`src/rtl/seven_segment_display_driver_if.sv`:
```
// Display-side bundle for the seven-segment driver:
// four hex digit values in, active-low anode and segment buses out.
interface seven_segment_display_driver_if;
  logic [3:0] digit0;
  logic [3:0] digit1;
  logic [3:0] digit2;
  logic [3:0] digit3;
  logic [3:0] anode;
  logic [6:0] LED;

  modport master (
    output digit0,
    output digit1,
    output digit2,
    output digit3,
    input  anode,
    input  LED
  );

  modport slave (
    input  digit0,
    input  digit1,
    input  digit2,
    input  digit3,
    output anode,
    output LED
  );
endinterface

```
`src/rtl/seven_segment_display_driver.sv`:
```
// 4-digit common-anode seven-segment scan driver.
// Optional inter-digit blanking: define SSD_GHOST_BLANK_EN.
module seven_segment_display_driver #(
  parameter int REFRESH_BITS = 7,
  parameter int BLANK_CYCLES = 4
) (
  input logic                          clock,
  input logic                          reset,
  seven_segment_display_driver_if.slave bus
);

  localparam int CW = REFRESH_BITS + 2;

`ifdef SSD_GHOST_BLANK_EN
  localparam bit BLANK_EN = 1'b1;
`else
  localparam bit BLANK_EN = 1'b0;
`endif

  localparam logic [REFRESH_BITS-1:0] BLANK_LIM =
    REFRESH_BITS'(BLANK_CYCLES);

  logic [CW-1:0] cnt;
  logic [1:0]    sel;
  logic [3:0]    hex;
  logic [3:0]    an_d;
  logic [6:0]    seg_d;
  logic          blank;
  logic [3:0]    anode_q;
  logic [6:0]    led_q;

  assign sel = cnt[CW-1 -: 2];

  always_comb begin
    hex  = bus.digit0;
    an_d = 4'b1110;
    unique case (sel)
      2'd0: begin
        hex  = bus.digit0;
        an_d = 4'b1110;
      end
      2'd1: begin
        hex  = bus.digit1;
        an_d = 4'b1101;
      end
      2'd2: begin
        hex  = bus.digit2;
        an_d = 4'b1011;
      end
      2'd3: begin
        hex  = bus.digit3;
        an_d = 4'b0111;
      end
    endcase
  end

  // abcdefg, active-low
  always_comb begin
    seg_d = 7'b1111111;
    unique case (hex)
      4'h0: seg_d = 7'b0000001;
      4'h1: seg_d = 7'b1001111;
      4'h2: seg_d = 7'b0010010;
      4'h3: seg_d = 7'b0000110;
      4'h4: seg_d = 7'b1001100;
      4'h5: seg_d = 7'b0100100;
      4'h6: seg_d = 7'b0100000;
      4'h7: seg_d = 7'b0001111;
      4'h8: seg_d = 7'b0000000;
      4'h9: seg_d = 7'b0000100;
      4'hA: seg_d = 7'b0001000;
      4'hB: seg_d = 7'b1100000;
      4'hC: seg_d = 7'b0110001;
      4'hD: seg_d = 7'b1000010;
      4'hE: seg_d = 7'b0110000;
      4'hF: seg_d = 7'b0111000;
    endcase
  end

  always_comb begin
    blank = BLANK_EN &&
      (cnt[REFRESH_BITS-1:0] < BLANK_LIM);
  end

  always_ff @(posedge clock or negedge reset) begin
    if (!reset) begin
      cnt     <= '0;
      anode_q <= 4'b1111;
      led_q   <= 7'b1111111;
    end else begin
      cnt <= cnt + 1'b1;
      if (blank) begin
        anode_q <= 4'b1111;
        led_q   <= 7'b1111111;
      end else begin
        anode_q <= an_d;
        led_q   <= seg_d;
      end
    end
  end

  assign bus.anode = anode_q;
  assign bus.LED   = led_q;

endmodule

```
`src/flat_wrapper.sv`:
```
// flat-port wrapper written by rule: the top's interface ports become plain ports
module seven_segment_display_driver_flat 
#(
  parameter int REFRESH_BITS = 7,
  parameter int BLANK_CYCLES = 4
)
  (clock, reset, bus_digit0, bus_digit1, bus_digit2, bus_digit3, bus_anode, bus_LED);
  seven_segment_display_driver_if bus_i ();
  input logic clock;
  input logic reset;
  input wire logic [$bits(bus_i.digit0)-1:0] bus_digit0;
  input wire logic [$bits(bus_i.digit1)-1:0] bus_digit1;
  input wire logic [$bits(bus_i.digit2)-1:0] bus_digit2;
  input wire logic [$bits(bus_i.digit3)-1:0] bus_digit3;
  output wire logic [$bits(bus_i.anode)-1:0] bus_anode;
  output wire logic [$bits(bus_i.LED)-1:0] bus_LED;
  assign bus_i.digit0 = bus_digit0;
  assign bus_i.digit1 = bus_digit1;
  assign bus_i.digit2 = bus_digit2;
  assign bus_i.digit3 = bus_digit3;
  assign bus_anode = bus_i.anode;
  assign bus_LED = bus_i.LED;
  seven_segment_display_driver #(.REFRESH_BITS(REFRESH_BITS), .BLANK_CYCLES(BLANK_CYCLES)) u_core (.clock(clock), .reset(reset), .bus(bus_i));
endmodule
```
`config.mk`:
```
export PLATFORM = sky130hd
export DESIGN_NAME = seven_segment_display_driver_flat
export DESIGN_NICKNAME = d
export VERILOG_FILES = /design/src/rtl/seven_segment_display_driver_if.sv /design/src/rtl/seven_segment_display_driver.sv /design/src/flat_wrapper.sv
export SDC_FILE = /design/constraint.sdc
export NUM_CORES = 1
export LEC_CHECK = 0
export BUFFER_PORTS_ARGS = -buffer_cell sky130_fd_sc_hd__buf_2
export CAP_MARGIN = 40
export CORE_MARGIN = 5
export CORE_UTILIZATION = 41
export CTS_CLUSTER_DIAMETER = 120
export DETAILED_ROUTE_END_ITERATION = 7
export PLACE_DENSITY = 0.71
export SLEW_MARGIN = 20
export SYNTH_ARGS = -nofsm -noshare
export SYNTH_HDL_FRONTEND = slang
export SYNTH_SLANG_ARGS = --single-unit
```
`constraint.sdc`:
```
create_clock -name clock -period 3.3 [get_ports clock]
set_input_delay 0.165 -clock clock [delete_from_list [all_inputs] [get_ports clock]]
set_output_delay 0.165 -clock clock [all_outputs]
set_load 0.02 [all_outputs]
```
Word-level counts from Yosys, hierarchy flattened
Memory sizes are Yosys's and may differ from the RTL's. A register that Yosys moved wholly into a read port is not among the register bits. Index checks and enable logic that the tools add are counted.

Memories: 1. Output and inout bits: 11. Input bits: 18. Word-level logic and storage cells: 11. ROM bits: 112. Flip-flop bits (word level): 13.

Mux-type cells: 2. Reductions and logical operators: 2. Add/subtract/negate cells: 1. Eq/ne operators: 3.

Memories: (no name shown) (depth 16, width 7, rd ports 1, clocked after memory_dff 1, wr ports 0, line seven_segment_display_driver.sv:60) `unique case (hex)`.

Operators with widths (number): 4-bit one-hot mux with 4 select lines (2); 9-bit by 1-bit adder with 9-bit output, second input constant (1); 2-bit equality test, second input constant (2); 2-bit by 1-bit equality test with 1-bit output, second input constant (1); 2-bit zero test (1); 1-bit zero test (1).

Longest topological paths before layout
Gate-level depths: netlist (run 1).

Word-level depth: 2. Gate-level depth with buffers: 7. Gate-level depth less buffers: 6.

Worst setup path after synthesis (run 1)
No wires, ideal clock.

Path type: reg2reg. Start: register u_core.cnt[7]. End: register u_core.led_q[6], in the netlist u_core.bus.LED[6]. Period minus slack after synthesis: 1635 ps. Library setup time: 86 ps. Cell stages (with the launch flop): 6. Data arrival time: 1548 ps. Path buffers: 1. Path slack: 1665 ps. Required time: 3214 ps. Path through: dfrtp_1 > buf_6 > mux4_1 > ha_1 > nor3b_1 > a211oi_2.

Longest elaborated chain between the ends: 2. Elaborated cells on any way between the ends: 5. Those cells by class: eq/ne (3); mux (1); reduce/logical (1).

Ends and longest elaborated chain: start, declared (line seven_segment_display_driver.sv:23) `logic [CW-1:0] cnt;`; start signal, assigned (line seven_segment_display_driver.sv:91) `cnt <= cnt + 1'b1;`; 2-bit equality test (tied with other cells) (line seven_segment_display_driver.sv:37) `unique case (sel)`; 4-bit one-hot mux with 4 select lines * (line seven_segment_display_driver.sv:37); end, declared (line seven_segment_display_driver.sv:30) `logic [6:0] led_q;`.

Mark *: on every way between the ends. The rest lies on a longest branch, timed or not.

Final worst setup path (run 1)
Start: register u_core.cnt[7]. End: register u_core.led_q[3], in the netlist u_core.bus.LED[3].

Same word-level chain as after synthesis.

==> flow_summary.yaml, run 1 <==
worst_setup_path:
  cp_top_family: "multiplexers"
  critPathSlowestCell: "mux4_1"
  r2r_slack_ps: 1300
  arrival_ps: 2230
  crit_chain: "mux4_1, inv_1, ha_1, mux2i_1, mux2i_1"
  r2r_cells: 5
  cp_max_fo: 11
  crit_top_cell: "mux2i_1"
  end_kind: "flop"
  r2r-end: "u_core.bus.LED[3]$_DFF_PN1_"
  timing.rr.start: "u_core.cnt[7]$_DFF_PN0_"
  worstSetupPathType: "reg -> reg"
  crit_buf_inv: 1
  cp.required_ps: 3530
  crit_path_max_incr_delay_ps: 700
  worst_setup_path_start_kind: "flop"
drt:
  vias: 733
  wirelength_um: 1960
  dr.pass1.iters: 3
  vias_per_cell: 5.16
  wl_per_cell_um: 13.8
  drt_iter0_drc: 9
  drcViolationCount: 0
  drtAntennaViolNets: 0
synthesis:
  avgSynthCellArea_um2: 13.1
  ys_seq_area_share_pct: 47.1
  postSynth.topFlopCell: "dfstp_2"
  synth_fp_nets: 108
  synth_cells: 83
  netlist_area_um2: 1090
  synth_edf_count: 0
  ys_seq_elements: 20
  synth_warnings: 0
  async_reset_ff_share_pct: 100
  synth_cell_types: 29
timing:
  setup_ws_ps: 1300
  tightest_slew_ps: 441
  fmax_mhz: 499
  skew_ps: 3.00
  period_needed_ps: 2000
  max_slew_margin_pct: 70.6
  setup_violations: 0
  rsz0062_at_grt: "no"
  period_share_pct: 60.7
  maxSlewViolCount: 0
  hold_viol: 0
  tns_ps: 0
clock_network:
  cts_made_buffers: 3
  cts_sinks: 20
  cts-root-buf: "clkbuf_4"
  insertion_delay_ps: 290
  path_clk_slew_ps: 110
  clock_path_buffers: 2
  cts_resized: 0
  cts_tree: "built"
  cts_max_level: 1
global_route:
  grt_max_degree: 21
  antenna_found_initial: 0
  gr-total-overflow: 0
  grt_pass1_vias: 733
  track_usage_pct: 11.2
  grt_pass1_wl_um: 3110
status:
  status: "complete, no violations"
floorplanning:
  fp.coreArea_um2: 2520
  rows: 18
  initial_utilization_pct: 43.3
  die_w_um: 61.6
  dieHeight_um: 61.6
  ioPinCount: 29
  dieArea_um2: 3790
placement:
  io_buffers: 28
  gp_congestion: 0.762
  placed_area_um2: 1230
  place_ws_ps: 1290
  dp_hpwl_um: 1550
final_layout:
  num_antenna_cells: 0
  area_delta_synth_final_pct: 16.7
  fin_area_um2: 1270
  layout-drive-gt1-share_pct: 43.8
  fin_nets: 138
flow_run:
  cap_violations: 0
power:
  vdd_drop_max_mv: 0.252
  p_leak_nw: 0.586
  power_density_nw_per_um2: 369
  p_total_w: 0.000470
min_path:
  hp-class: "in -> async"
-- what timing repair did --
action	CTS	global route
setup buffers	0	0
endpoints found under the hold margin	9	0
hold buffers	1	0
endpoints found under the setup margin	0	0
-- power breakdown --
part / switching, W / leakage (nW) / internal (W)
Clock: 0.0000739 / 0.0210 / 0.0000672
Combinational: 0.0000382 / 0.339 / 0.0000303
Sequential: 0.00000159 / 0.226 / 0.000258
Total: 0.000114 / 0.586 / 0.000356
-- worst max-delay path by stage --
stage	start	endpoint	slack [ps]	cells past startpoint
3_5_place_dp	u_core.cnt[7]$_DFF_PN0_	u_core.bus.LED[3]$_DFF_PN1_	1290	5
6_report	u_core.cnt[7]$_DFF_PN0_	u_core.bus.LED[3]$_DFF_PN1_	1300	5
3_3_place_gp	u_core.cnt[7]$_DFF_PN0_	u_core.bus.LED[3]$_DFF_PN1_	1350	5
5_1_grt	u_core.cnt[7]$_DFF_PN0_	u_core.bus.LED[3]$_DFF_PN1_	1130	5
2_1_floorplan	u_core.cnt[7]$_DFF_PN0_	u_core.bus.LED[6]$_DFF_PN1_	1670	5
4_1_cts	u_core.cnt[7]$_DFF_PN0_	u_core.bus.LED[3]$_DFF_PN1_	1270	5
-- registers in the layout (all words and copies together), names as in the netlist --
| register | cells |
|---|---|
| u_core.bus.LED | 7 |
| u_core.bus.anode | 4 |
| u_core.cnt | 9 |
-- stage by stage --
stage / instances / utilization [%] / hold slack (ps)
2_1_floorplan: 83 / - / -131
3_3_place_gp: 137 / 48.7 / 127
3_5_place_dp: 137 / 48.7 / 139
4_1_cts: 142 / 50.5 / 343
5_1_grt: 142 / 50.5 / 359
6_report: 142 / 50.5 / 341
-- metal layers --
| metal | share of wire, % | GRT usage [%] | up-vias | routed length (um) |
|---|---|---|---|---|
| met5 | 0 | 0 | - | 0 |
| met4 | 0.41 | 3.64 | 0 | 8 |
| met1 | 38 | 11.9 | 371 | 752 |
| met3 | 5.4 | 3.35 | 2 | 106 |
| met2 | 56 | 20.8 | 12 | 1090 |
| li1 | - | - | 348 | - |
-- logic make-up after synthesis --
group	count (synthesis)	share of synthesized area, %
flip-flops	20	47.1
AND/OR/NAND/NOR	19	10.4
multiplexers	12	17.8
buffers and inverters	11	6.19
XOR/XNOR	8	6.42
adder cells (fa/ha/maj)	7	8.03
AO/OA/AOI/OAI	6	4.01
-- synth_stat cells, types with 3 or more instances --
master | count | area share, %
buf_6 | 3 | 3.1
dfrtp_1 | 9 | 21
dfstp_2 | 11 | 26
ha_1 | 7 | 8.0
inv_1 | 7 | 2.4
mux2i_1 | 4 | 3.7
mux4_2 | 3 | 6.2
nand2_1 | 3 | 1.0
nand3_1 | 4 | 1.8
xnor2_1 | 7 | 5.6
-- worst register-to-register path, cell delays in order, from the launching register on --
cell and delay (ps):
dfrtp_1 600, mux4_1 700, inv_1 170, ha_1 250, mux2i_1 130, mux2i_1 90
-- area by class of cell --
class                           instances  area [um2]
Clock buffer                            4        36.3
Fill cell                             237        1250
Inverter                                7        26.3
Multi-Input combinational cell         52         509
Sequential cell                        20         514
Tap cell                               30        37.5
Timing Repair Buffer                   29         150
-- placed cells by master (no fill, tap or decap), types with 3 or more instances in the layout --
cell type and n:
buf_2 28, clkbuf_4 3, dfrtp_1 9, dfstp_2 11, ha_1 7, inv_1 7, mux2i_1 4, mux4_2 3
nand2_1 3, nand3_1 4, xnor2_1 7
Power figures use the tool's default switching activity.
==> run 2: changes to the inputs <==
- PLACE_DENSITY: 0.71 -> 0.73
- clock period: 3.3 -> 1.8 ns (I/O delays scaled with it)
==> flow_summary.yaml, run 2 (same netlist as run 1, synthesis figures left out) <==
timing:
  hold_viol: 0
  rsz0062_at_grt: "no"
  fmax_mhz: 591
  tightest_slew_ps: 437
  setup_violations: 0
  maxSlewViolCount: 0
  tns_ps: 0
  period_share_pct: 94.1
  period_needed_ps: 1690
  skew_ps: 2.05
  max_slew_margin_pct: 70.9
  hold_slack_ps: 252
clock_network:
  cts_max_level: 1
  cts_tree: "built"
  cts_setup_buffers: 0
  cts_sinks: 20
  clock_path_buffers: 2
  cts-root-buf: "clkbuf_4"
  path_clk_slew_ps: 110
  insertion_delay_ps: 300
  cts_made_buffers: 3
floorplanning:
  die_w_um: 61.6
  ioPinCount: 29
  dieArea_um2: 3790
  rows: 18
  fp.coreArea_um2: 2520
  initial_utilization_pct: 43.3
  dieHeight_um: 61.6
final_layout:
  layout_commonest_cell: "buf_2"
  multi_input_area_um2: 508
  num_antenna_cells: 0
  fillCellCount: 247
  fin_nets: 142
  final-seq-area_um2: 517
  regMostFlops: "u_core.cnt"
  layout-drive-gt1-share_pct: 49.1
  largest_reg_flops: 9
  area_delta_synth_final_pct: 19.6
  final_cell_mix: "buf_2 (28), dfstp_2 (11), xnor2_1 (7), inv_1 (7), dfrtp_1 (7)"
drt:
  wirelength_um: 2030
  drtAntennaViolNets: 0
  vias: 740
  drt_iter0_drc: 3
  wl_per_cell_um: 13.9
  vias_per_cell: 5.07
  drcViolationCount: 0
  dr.pass1.iters: 2
global_route:
  grt_pass1_wl_um: 3260
  antenna_found_initial: 0
  gr-total-overflow: 0
  grt_max_degree: 21
  grt_pass1_vias: 759
  track_usage_pct: 11.7
worst_setup_path:
  cp_top_family: "multiplexers"
  crit_buf_inv: 1
  crit_top_cell: "mux2i_1"
  critPathSlowestCell: "mux4_2"
  cp.required_ps: 2030
  crit_path_max_incr_delay_ps: 570
  cp_max_fo: 5
  worstSetupPathType: "reg -> reg"
  crit_chain: "mux4_2, inv_1, ha_1, mux2i_1, mux2i_1"
  worst_setup_path_start_kind: "flop"
  arrival_ps: 1930
  end_kind: "flop"
power:
  power_density_nw_per_um2: 663
  p_leak_nw: 0.599
  vdd_drop_max_mv: 0.391
status:
  status: "complete, no violations"
placement:
  dp_hpwl_um: 1560
  io_buffers: 28
  gp_congestion: 0.761
flow_run:
  cap_violations: 0
min_path:
  hp-class: "in -> async"
## run 2: changes by cell type in the layout (fill, tap and decap cells not counted)
cell	delta
ha_2	+1
dfrtp_2	+2
ha_1	-1
buf_4	+4
mux4_1	-1
mux4_2	+1
dfrtp_1	-2
## run 2: power by group
part,total [W],leakage [nW],switching [W],internal [W]
Combinational,0.000129,0.355,0.0000712,0.0000575
Sequential,0.000476,0.223,0.00000258,0.000474
Clock,0.000261,0.0210,0.000137,0.000123
## run 2: final timing paths
| check | startpoint | cells past startpoint | slack (ps) | end |
|---|---|---|---|---|
| min in group clock | bus_digit2[1] | 4 | 350 | u_core.bus.LED[0]$_DFF_PN1_ |
| min | reset | 2 | 250 | u_core.cnt[0]$_DFF_PN0_ |
| max reg2reg | u_core.cnt[7]$_DFF_PN0_ | 5 | 110 | u_core.bus.LED[3]$_DFF_PN1_ |
| max | u_core.cnt[7]$_DFF_PN0_ | 5 | 110 | u_core.bus.LED[3]$_DFF_PN1_ |
| min reg2reg | u_core.cnt[5]$_DFF_PN0_ | 1 | 490 | u_core.cnt[5]$_DFF_PN0_ |
| max in group asynchronous | reset | 2 | 1210 | u_core.bus.anode[0]$_DFF_PN1_ |
## run 2: metrics by stage
| step | total power (W) | util (%) | instance area (um2) | worst slack (ps) | cells |
|---|---|---|---|---|---|
| finish | 0.000866 | 51.7 | 1310 | 107 | 146 |
| global route | 0.000919 | 51.7 | 1310 | 14.8 | 146 |
| CTS | 0.000883 | 51.5 | 1300 | 41.0 | 146 |
| detailed placement | 0.000612 | 49.9 | 1260 | 7.52 | 141 |
| global placement | 0.000609 | 49.9 | 1260 | 41.3 | 141 |
| floorplan | 0.000565 | - | 1090 | 165 | 83 |
## run 2: worst register-to-register path, delay by kind of cell, from the launching register on
| kind | cells | cell delay (ps) |
|---|---|---|
| adder cells (fa/ha/maj) | 1 | 250 |
| buffers and inverters | 1 | 150 |
| flip-flops | 1 | 430 |
| multiplexers | 3 | 790 |
## run 2: routing by layer
metal | up-vias | global-route usage, % | share of wire [%]
li1 | 356 | - | -
met1 | 369 | 13.4 | 38
met2 | 13 | 20.5 | 56
met3 | 2 | 2.94 | 4.8
met4 | 0 | 5.15 | 0.69
met5 | - | 0 | 0
## run 2: repair_timing
item	in CTS	in global routing
pin swaps	0	0
setup endpoints to repair	3	6
hold buffers	1	0
hold endpoints to repair	9	0
resized for setup	1	3
## run 2: cell type report
class,instances,area share [%]
flip-flops and latches,20,39.6
well taps,30,2.88
inverters,7,2.01
clock buffers,4,2.78
repair buffers,33,13.8
multi-input cells,52,38.9
